## config.mk

```make
export PLATFORM = sky130hd
export DESIGN_NAME = egress_read_ctrl
export DESIGN_NICKNAME = d
export VERILOG_FILES = /design/src/rtl/egress_read_ctrl.sv
export SDC_FILE = /design/constraint.sdc
export NUM_CORES = 1
export LEC_CHECK = 0
export BUFFER_PORTS_ARGS = -buffer_cell sky130_fd_sc_hd__buf_2
export CAP_MARGIN = 20
export CORE_MARGIN = 3
export CORE_UTILIZATION = 49
export CTS_BUF_LIST = sky130_fd_sc_hd__clkbuf_8
export DETAILED_ROUTE_END_ITERATION = 16
export PLACE_DENSITY = 0.78
export SETUP_SLACK_MARGIN = 0.4
export SLEW_MARGIN = 20
export SYNTH_ARGS = -nofsm -noshare
export SYNTH_HDL_FRONTEND = slang
export SYNTH_SLANG_ARGS = --single-unit
```

## constraint.sdc

```tcl
create_clock -name clk -period 2.1 [get_ports clk]
set_clock_uncertainty 0.15 [all_clocks]
set_input_delay 0.525 -clock clk [delete_from_list [all_inputs] [get_ports clk]]
set_output_delay 0.525 -clock clk [all_outputs]
set_load 0.005 [all_outputs]
```

## src/rtl/egress_read_ctrl.sv

```systemverilog
// Per-port frame reader: walks a descriptor's block chain and streams payload bytes to the TX MAC.
// Latency: first byte one cycle after read data returns; free request one cycle after a block's last byte.
// Backpressure: tx_ready_i stalls streaming with output held; read and free requests hold until rvalid/gnt.
module egress_read_ctrl #(
    parameter int ADDR_W        = 10,
    parameter int PAYLOAD_BYTES = 8,
    parameter int CNT_W         = $clog2(PAYLOAD_BYTES + 1),
    parameter int BLOCK_BITS    = 8 * PAYLOAD_BYTES + CNT_W + 1 + ADDR_W
) (
    input  logic                  clk,
    input  logic                  rst_n,
    input  logic                  desc_valid_i,
    input  logic [ADDR_W-1:0]     desc_addr_i,
    output logic                  desc_ready_o,
    output logic                  mem_re_o,
    output logic [ADDR_W-1:0]     mem_raddr_o,
    input  logic                  mem_rvalid_i,
    input  logic [BLOCK_BITS-1:0] mem_rdata_i,
    output logic                  tx_valid_o,
    output logic [7:0]            tx_data_o,
    output logic                  tx_sof_o,
    output logic                  tx_eof_o,
    input  logic                  tx_ready_i,
    output logic                  fl_free_req_o,
    output logic [ADDR_W-1:0]     fl_free_idx_o,
    input  logic                  fl_free_gnt_i,
    output logic                  err_o,
    output logic [15:0]           frames_sent_o
);

    localparam int IDX_W = (PAYLOAD_BYTES > 1) ? $clog2(PAYLOAD_BYTES) : 1;

    typedef enum logic [1:0] {IDLE, REQ, STREAM, FREE} state_t;

    state_t                  state;
    state_t                  state_nxt;
    logic [ADDR_W-1:0]       cur_addr;
    logic [BLOCK_BITS-1:0]   blk;
    logic [IDX_W-1:0]        byte_idx;
    logic                    first;
    logic                    err_q;
    logic [15:0]             frames_sent;

    logic [ADDR_W-1:0]       blk_next;
    logic                    blk_last;
    logic [CNT_W-1:0]        blk_cnt;
    logic [CNT_W-1:0]        rd_cnt;
    logic                    rd_bad;
    logic                    byte_last;
    logic [7:0]              payload [PAYLOAD_BYTES];

    assign blk_next  = blk[ADDR_W-1:0];
    assign blk_last  = blk[ADDR_W];
    assign blk_cnt   = blk[ADDR_W+1 +: CNT_W];
    assign rd_cnt    = mem_rdata_i[ADDR_W+1 +: CNT_W];
    // A block with no bytes or more bytes than it can hold is dropped (freed, not streamed).
    assign rd_bad    = (rd_cnt == '0) || (rd_cnt > CNT_W'(PAYLOAD_BYTES));
    assign byte_last = (CNT_W'(byte_idx) == (blk_cnt - CNT_W'(1)));

    assign err_o         = err_q;
    assign frames_sent_o = frames_sent;

    // Unpack the latched block's payload into a byte array.
    always_comb begin
        for (int k = 0; k < PAYLOAD_BYTES; k++) begin
            payload[k] = blk[ADDR_W + 1 + CNT_W + 8*k +: 8];
        end
    end

    // State register; reset returns to IDLE so all requests drop with rst_n.
    always_ff @(posedge clk or negedge rst_n) begin
        if (!rst_n) begin
            state <= IDLE;
        end else begin
            state <= state_nxt;
        end
    end

    // Next-state and state-decoded outputs.
    always_comb begin
        state_nxt     = state;
        desc_ready_o  = 1'b0;
        mem_re_o      = 1'b0;
        mem_raddr_o   = '0;
        tx_valid_o    = 1'b0;
        tx_data_o     = '0;
        tx_sof_o      = 1'b0;
        tx_eof_o      = 1'b0;
        fl_free_req_o = 1'b0;
        fl_free_idx_o = '0;
        case (state)
            IDLE: begin
                desc_ready_o = 1'b1;
                if (desc_valid_i) begin
                    state_nxt = REQ;
                end
            end
            REQ: begin
                mem_re_o    = 1'b1;
                mem_raddr_o = cur_addr;
                if (mem_rvalid_i) begin
                    state_nxt = rd_bad ? FREE : STREAM;
                end
            end
            STREAM: begin
                tx_valid_o = 1'b1;
                tx_data_o  = payload[byte_idx];
                tx_sof_o   = first && (byte_idx == '0);
                tx_eof_o   = blk_last && byte_last;
                if (tx_ready_i && byte_last) begin
                    state_nxt = FREE;
                end
            end
            FREE: begin
                fl_free_req_o = 1'b1;
                fl_free_idx_o = cur_addr;
                if (fl_free_gnt_i) begin
                    state_nxt = blk_last ? IDLE : REQ;
                end
            end
            default: state_nxt = IDLE;
        endcase
    end

    // Datapath: block address, latched block, byte cursor, frame counter, error pulse.
    always_ff @(posedge clk or negedge rst_n) begin
        if (!rst_n) begin
            cur_addr    <= '0;
            blk         <= '0;
            byte_idx    <= '0;
            first       <= 1'b0;
            err_q       <= 1'b0;
            frames_sent <= '0;
        end else begin
            err_q <= (state == REQ) && mem_rvalid_i && rd_bad;
            case (state)
                IDLE: begin
                    if (desc_valid_i) begin
                        cur_addr <= desc_addr_i;
                        first    <= 1'b1;
                    end
                end
                REQ: begin
                    if (mem_rvalid_i) begin
                        blk      <= mem_rdata_i;
                        byte_idx <= '0;
                    end
                end
                STREAM: begin
                    if (tx_ready_i) begin
                        byte_idx <= byte_idx + IDX_W'(1);
                        first    <= 1'b0;
                    end
                end
                FREE: begin
                    if (fl_free_gnt_i) begin
                        if (blk_last) begin
                            frames_sent <= frames_sent + 16'd1;
                        end else begin
                            cur_addr <= blk_next;
                        end
                    end
                end
                default: ;
            endcase
        end
    end

endmodule

```

==> impl_metrics.ini, run 1 <==
[outcome]
status = finished with violations
violations = negative setup slack

[cells_and_area]
drive_gt1_share_pct = 66.6
num-fill-cells = 574
diodes = 0
fin_area_mm2 = 0.00835
syn_to_final_growth_pct = 55.2
final_cell_mix = buf_2, dfrtp_1, mux2_4
seq_area_mm2 = 0.00281
multi_input_area_mm2 = 0.00304
final_nets = 727
final_cells = 765
mostFrequentLayoutCell = buf_2

[worst_setup_path]
crit_family = multiplexers
cp.buffers_inverters = 2
max_stage_delay_ns = 0.52
critPathLaunch = byte_idx[0]
end_kind = primary output
worst_path_max_delay_cell = mux4_2
reg2reg_from = state[0]
arrival_ns = 1.86
reg2reg_depth = 10
worstSetupStartpointType = flip-flop
path_depth = 5
path_class = reg -> out
path_max_fanout = 9
required_ns = 1.42
cp_cell_sequence = buf_12 > mux4_2 > mux2i_1 > nor2_1 > buf_2

[global_route]
grt_pass1_vias = 4619
grt_max_degree = 113
overflow = 0
track_usage_pct = 25.8
grt_first_pass_wirelength_um = 24800
grt_antenna_before_repair = 0

[route]
dr.pass1.iters = 4
dr.first_iter.drc_count = 244
routed-via-count = 4278
drt_wl_total_um = 16700
postRouteAntennaNets = 0
via_per_inst = 5.59
drc = 0
post_drt_wl_per_cell_um = 21.8

[floorplanning]
die_w_um = 111
start_util_pct = 51.2
die_y_um = 111
dieArea_mm2 = 0.0123
core-area_mm2 = 0.0105
io_pins = 146
fp-row-count = 37

[synth]
ys_ff_latch = 112
synth_cell_types = 40
synth_edf_count = 0
async_reset_ff_share_pct = 100
synth_nets = 514
ys_warn_count = 0
synth_flop_cell = dfrtp_1
synthesis.area_mm2 = 0.00538
synth-seq-area-share_pct = 52.1
synth_area_per_cell_um2 = 13.1
syn_inst = 411

[power]
p_leak_nw = 4.48
p_total_mw = 4.12
max-vdd-ir-drop_uv = 413
power_density_mw_per_mm2 = 493

[sta]
post-route-period-util_pct = 121
tightest_slew_ns = 0.607
rsz0062_at_grt = true
slew_headroom_pct = 59.6
whs_ns = 0.0367
tns_ns = -10.38
hold_viol_final = 0
min_period_ns = 2.54
layout_setup_ws_ns = -0.438
setup_violations = 86
fmax_mhz = 394
slew_violations = 0

[clocking]
clock_latency_ns = 0.38
cts_tree = done
numCtsBuffers = 9
cts-root-buf = clkbuf_8
path_clk_slew_ns = 0.12
cts.htree.levels = 3
cts_sinks = 112
cts_buffer_depth = 2
postCtsHoldBufs = 0

[place]
postPlaceCellArea_mm2 = 0.00636
gp_congestion = 0.856
dp.cells = 682
port_buffers = 145
dp_hpwl_um = 9180

[hold_path]
hold_class = in -> async

[job]
maxCapViolCount = 0
[final cells by class]
cell class	count	area share (%)
Sequential cell	112	33.7
Clock buffer	9	1.48
Timing Repair Buffer	225	25.1
Inverter	11	0.614
Tap cell	136	2.04
Clock inverter	7	0.719
Multi-Input combinational cell	265	36.4
[report_power, final]
part           switching (mW)  internal (mW)
Clock                   0.783          0.447
Sequential             0.0361           2.19
Combinational           0.341          0.325
Total                    1.16           2.96
[per-layer routing]
metal	share of wire, %	vias up	track usage, %
met2	55	166	48.8
met3	6.4	40	6.06
met5	0	-	0
met4	3.2	0	8.78
li1	-	1891	-
met1	35	2181	27.9
[timing repair]
action | CTS | global route
gates resized for setup | 178 | 72
setup endpoints to repair | 140 | 150
buffers inserted | 32 | 19
pin swaps | 24 | 19
gates cloned | 15 | 1
[cell usage after synthesis, types with 4 or more instances]
master    number  share of area, %
dfrtp_1      112                52
mux2_2        80                17
nor2_1        27               1.9
and2_1        20               2.3
mux2i_1       18               3.3
mux4_2        16               6.7
buf_2         15               1.4
nand2_1       14              0.98
a21oi_1       13               1.2
inv_1         11              0.77
xnor2_1       11               1.8
clkbuf_1       8              0.56
ha_1           8               1.9
nor3_1         7              0.65
xor2_1         7               1.1
and3_1         5              0.58
nand2b_1       5              0.58
nand3_1        4              0.37
nand4_1        4              0.46
[cell families (layout without fill, tap and decap cells)]
| family | Yosys count | after routing | synth area share [%] |
|---|---|---|---|
| flops | 112 | 112 | 52.1 |
| xor+xnor | 19 | 19 | 3.37 |
| buf+inv | 35 | 252 | 2.93 |
| fa+ha+maj | 8 | 8 | 1.86 |
| mux | 114 | 114 | 26.8 |
| compound gates | 26 | 26 | 3.09 |
| simple gates | 97 | 98 | 9.90 |
[worst paths after layout]
path | end | slack [ns]
setup / recovery | tx_data_o[1] | -0.44
hold / removal | cur_addr[3] | 0.04
setup reg to reg | blk[1] | -0.12
hold reg to reg | frames_sent_o[15] | 0.32
max in group asynchronous | frames_sent_o[4] | 1.25
min in group clk | blk[21] | 0.21
[through the flow]
stage | utilization, % | worst slack (ns)
final | 79.5 | -0.438
after global routing | 79.5 | -0.519
after CTS | 75.1 | -0.384
after detailed placement | 60.5 | 0.0247
after global placement | 60.5 | 0.0577
after floorplan | - | 0.148
[sequential cells by signal, indices dropped and copies added, names as in the netlist]
name / count
blk: 79
frames_sent_o: 16
err_o: 1
state: 2
first: 1
byte_idx: 3
cur_addr: 10
No activity file was read; power rests on OpenSTA's default activity.
==> run 2, diff against run 1 <==
Settings changed: ABC_AREA set to 1.
==> impl_metrics.ini, run 2 <==
[sta]
setup_violations = 41
min_period_ns = 2.51
tightest_slew_ns = 0.435
rsz0062_at_grt = true
whs_ns = 0.217
slew_violations = 0
slew_headroom_pct = 70.8
hold_viol_final = 0
post-route-period-util_pct = 120
fmax_mhz = 398
layout_setup_ws_ns = -0.410

[synth]
async_reset_ff_share_pct = 100
synth_top_area_share_pct = 51.3
synth_cell_types = 25
synth_flop_cell = dfrtp_1
ys_warn_count = 0
yosysMostFrequentCell = nand2_1
synth_common_cells = nand2_1, dfrtp_1, mux2_2
synth.largest_area_cell = dfrtp_1
ys_top_cells_by_area = dfrtp_1, mux2_2, nand2_1, o21ai_0, nor2_1
syn_inst = 575
synth_area_per_cell_um2 = 9.50
synth_nets = 678
ys_ff_latch = 112
synth-seq-area-share_pct = 51.3
synth_edf_count = 0
synthesis.area_mm2 = 0.00546

[hold_path]
hold_class = in -> reg

[outcome]
status = finished with violations
violations = negative setup slack

[global_route]
grt_antenna_before_repair = 0
overflow = 0
grt_pass1_vias = 5355
grt_first_pass_wirelength_um = 28300
track_usage_pct = 28.5
grt_max_degree = 59

[worst_setup_path]
path_class = reg -> out
path_max_fanout = 7
worstSetupStartpointType = flip-flop
required_ns = 1.42
end_kind = primary output
arrival_ns = 1.83
r2r_slack_ns = -0.14

[cells_and_area]
largest_register = blk
final_cell_mix = buf_2, dfrtp_1, nand2_1
utilization_pct = 83.9
largest_register_ffs = 79
final_nets = 912
syn_to_final_growth_pct = 62.9
mostFrequentLayoutCell = buf_2
diodes = 0
drive_gt1_share_pct = 58.8

[floorplanning]
io_pins = 146
start_util_pct = 51.5
die_y_um = 112
dieArea_mm2 = 0.0125
core-area_mm2 = 0.0106
die_w_um = 112
fp-row-count = 37

[power]
p_leak_nw = 4.66
max-vdd-ir-drop_uv = 844
power_density_mw_per_mm2 = 1560

[route]
routed-via-count = 5496
dr.first_iter.drc_count = 533
post_drt_wl_per_cell_um = 21.6
drc = 0
drt_wl_total_um = 20500
postRouteAntennaNets = 0
via_per_inst = 5.79
dr.pass1.iters = 6

[clocking]
cts_sinks = 112
cts-root-buf = clkbuf_8
cts.htree.levels = 3
path_clk_slew_ns = 0.11
cts_tree = done
clock_latency_ns = 0.39
numCtsBuffers = 9
cts_buffer_depth = 2

[job]
maxCapViolCount = 0

[place]
port_buffers = 145
dp_slack_ns = 0.0133
gp_congestion = 0.875
dp_hpwl_um = 10100
[run 2: cell count changes after synthesis, moves of 16 or more]
cell / delta
o22ai_1: +18
mux4_2: -16
nor2_1: +31
inv_1: +37
nand2_1: +103
mux2i_1: -18
and2_1: -20
o21ai_0: +42
[run 2: what timing repair did]
| item | 4_1_cts | 5_1_grt |
|---|---|---|
| resized for setup | 193 | 152 |
| hold buffers | 1 | 0 |
| hold endpoints to repair | 9 | 0 |
| buffers inserted | 36 | 23 |
| gates cloned | 22 | 4 |
| pin swaps | 25 | 39 |
| endpoints found under the setup margin | 125 | 146 |
[run 2: metrics by stage]
stage                     power [mW]  setup TNS, ns  cell area [µm²]  instances
after floorplan                 6.87              0             5640        575
after global placement          7.95              0             6520        848
final                           13.8          -6.08             8900        949
after detailed placement        8.17              0             6520        848
after CTS                       12.0          -2.82             8130        922
after global routing            14.5          -7.72             8900        949
[run 2: power by group]
group,internal [mW],switching (mW)
clock,0.564,0.776
sequential,3.16,1.01
combinational,4.54,3.79
[run 2: layout make-up]
| type | count | area [µm²] |
|---|---|---|
| clock inverter | 6 | 73.8 |
| fill | 525 | 1700 |
| sequential | 112 | 2820 |
| multi-input combinational | 384 | 3160 |
| timing repair buffer | 248 | 2310 |
| inverter | 51 | 216 |
| timing repair inverter | 3 | 31.3 |
| clock buffer | 9 | 124 |
| tap | 136 | 170 |
[run 2: final timing paths]
| kind | endpoint | depth (start not counted) | from |
|---|---|---|---|
| worst max-delay path | tx_data_o[4] | 8 | byte_idx[0] |
| worst min-delay path | blk[51] | 2 | mem_rdata_i[51] |
| worst max register to register | cur_addr[3] | 11 | state[0] |
| worst min register to register | blk[9] | 1 | blk[9] |
| max in group asynchronous | blk[28] | 3 | rst_n |
| min in group asynchronous | frames_sent_o[14] | 3 | rst_n |
[run 2: critical path: stages, from the launching register on]
cell and delay (ns):
dfrtp_2 0.49, buf_6 0.15, buf_8 0.11, buf_4 0.12, nor2_1 0.05, o22ai_1 0.15, nand2_1 0.10, a21oi_2 0.15
buf_2 0.14
[run 2: cells by family after synthesis]
| logic type | count (synthesis) | share of synthesized area [%] |
|---|---|---|
| xor gates and xnor gates | 12 | 1.92 |
| AOI/OAI and AO/OA | 85 | 8.43 |
| muxes | 74 | 15.3 |
| DFF | 112 | 51.3 |
| adders and majority gates | 8 | 1.83 |
| buffers and inverters | 80 | 5.84 |
| and+or+nand+nor | 204 | 15.4 |
[run 2: metal layers]
layer | up-vias | routed length (µm) | global-route usage [%]
met5 | - | 0 | 0
met4 | 0 | 764 | 9.00
met3 | 65 | 1420 | 5.65
met2 | 343 | 10700 | 50.1
met1 | 2706 | 7660 | 35.5
li1 | 2382 | - | -
==> run 3, diff against run 2 <==
Settings changed: CORE_MARGIN 3 to not set.
==> impl_metrics.ini, run 3 (same netlist as run 2, synthesis figures left out) <==
[worst_setup_path]
cp_cell_sequence = inv_2 > ha_4 > inv_2 > nand2_1 > nand2_1 > nor2_2 > nand3_2 > nor3_2 > buf_2
cp.buffers_inverters = 3
path_max_fanout = 4
required_ns = 1.42
worst_path_max_delay_cell = dfrtp_1
max_stage_delay_ns = 0.40
end_kind = primary output
path_class = reg -> out
arrival_ns = 1.82
worstSetupStartpointType = flip-flop
crit_family = simple AND/OR/NAND/NOR gates

[sta]
min_period_ns = 2.50
rsz0062_at_grt = true
fmax_mhz = 400
whs_ns = 0.215
post-route-period-util_pct = 119
hold_viol_final = 0
slew_headroom_pct = 66.9
slew_violations = 0
setup_violations = 40
layout_setup_ws_ns = -0.398
tightest_slew_ns = 0.493

[cells_and_area]
drive_gt1_share_pct = 57.7
fin_area_mm2 = 0.00867
largest_register = blk
diodes = 0
syn_to_final_growth_pct = 58.7
final_cell_mix = buf_2, dfrtp_1, nand2_1
final_nets = 893
largest_register_ffs = 79
mostFrequentLayoutCell = buf_2

[global_route]
overflow = 0
grt_pass1_vias = 4955
grt_antenna_before_repair = 0
grt_max_degree = 57
grt_first_pass_wirelength_um = 24900
track_usage_pct = 28.2

[floorplanning]
core-area_mm2 = 0.0108
die_y_um = 108
dieArea_mm2 = 0.0116
io_pins = 146
fp-row-count = 38
start_util_pct = 50.4
die_w_um = 108

[job]
maxCapViolCount = 0

[clocking]
path_clk_slew_ns = 0.12
cts_tree = done
cts.htree.levels = 3
cts_sinks = 112
clock_latency_ns = 0.38
numCtsBuffers = 9
cts-root-buf = clkbuf_8
cts_buffer_depth = 2

[outcome]
status = finished with violations
violations = negative setup slack

[place]
dp_hpwl_um = 8950
dp_slack_ns = 0.0221
gp_congestion = 0.836
port_buffers = 145
postPlaceCellArea_mm2 = 0.00647

[route]
drt_wl_total_um = 18800
postRouteAntennaNets = 0
via_per_inst = 5.60
post_drt_wl_per_cell_um = 20.2
dr.pass1.iters = 7
drc = 0
dr.first_iter.drc_count = 426
routed-via-count = 5238

[power]
p_total_mw = 13.3
power_density_mw_per_mm2 = 1530
p_leak_nw = 4.54
max-vdd-ir-drop_uv = 1000

[hold_path]
hold_class = in -> reg
## run 3: changes by cell type in the layout (fill, tap and decap cells not counted), moves of 4 or more
| cell | change |
|---|---|
| buf_2 | -9 |
| nand2_4 | +6 |
| nor2_2 | -5 |
| o21ai_1 | +6 |
| buf_8 | -4 |
| buf_6 | +9 |
| buf_12 | -4 |
| o21ai_0 | -6 |
| nand2_2 | -4 |
## run 3: final timing paths
kind,start,endpoint,slack [ns],cells after the start
setup reg to reg,state[0],cur_addr[3],-0.07,11
hold reg to reg,blk[56],blk[56],0.37,1
hold / removal,mem_rdata_i[62],blk[62],0.21,2
max in group asynchronous,rst_n,byte_idx[0],0.88,3
setup / recovery,blk[11],tx_eof_o,-0.40,9
min in group asynchronous,rst_n,frames_sent_o[1],0.36,2
## run 3: metrics by stage
stage | utilization [%] | TNS (ns) | instances
3_3_place_gp | 59.7 | 0 | 845
5_1_grt | 80.0 | -6.58 | 935
6_report | 80.0 | -4.70 | 935
4_1_cts | 72.5 | -3.22 | 910
3_5_place_dp | 59.7 | 0 | 845
2_1_floorplan | - | 0 | 575
## run 3: cell type report
type / count / area [µm²]
multi-input combinational: 383 / 3200
fill: 606 / 2170
timing repair inverter: 2 / 25.0
clock buffer: 9 / 124
tap: 140 / 175
clock inverter: 7 / 61.3
inverter: 51 / 224
sequential: 112 / 2810
timing repair buffer: 231 / 2040
## run 3: per-layer routing
| metal | GRT usage, % | routed length, µm | vias up | share of wire, % |
|---|---|---|---|---|
| met5 | 0 | 0 | - | 0 |
| met4 | 9.00 | 544 | 0 | 2.9 |
| met3 | 5.15 | 1350 | 52 | 7.2 |
| met2 | 48.4 | 9810 | 268 | 52 |
| met1 | 35.9 | 7140 | 2582 | 38 |
| li1 | - | - | 2336 | - |
## run 3: repair_timing
action / 4_1_cts / 5_1_grt
gates cloned: 15 / 3
pin swaps: 22 / 26
gates resized for setup: 188 / 174
endpoints found under the setup margin: 125 / 144
buffers inserted: 33 / 22
hold buffers: 1 / 0
endpoints found under the hold margin: 7 / 0
## run 3: power breakdown
group / switching, mW / total [mW] / internal (mW)
clock: 0.812 / 1.27 / 0.459
combinational: 3.70 / 7.96 / 4.26
sequential: 0.891 / 4.05 / 3.16
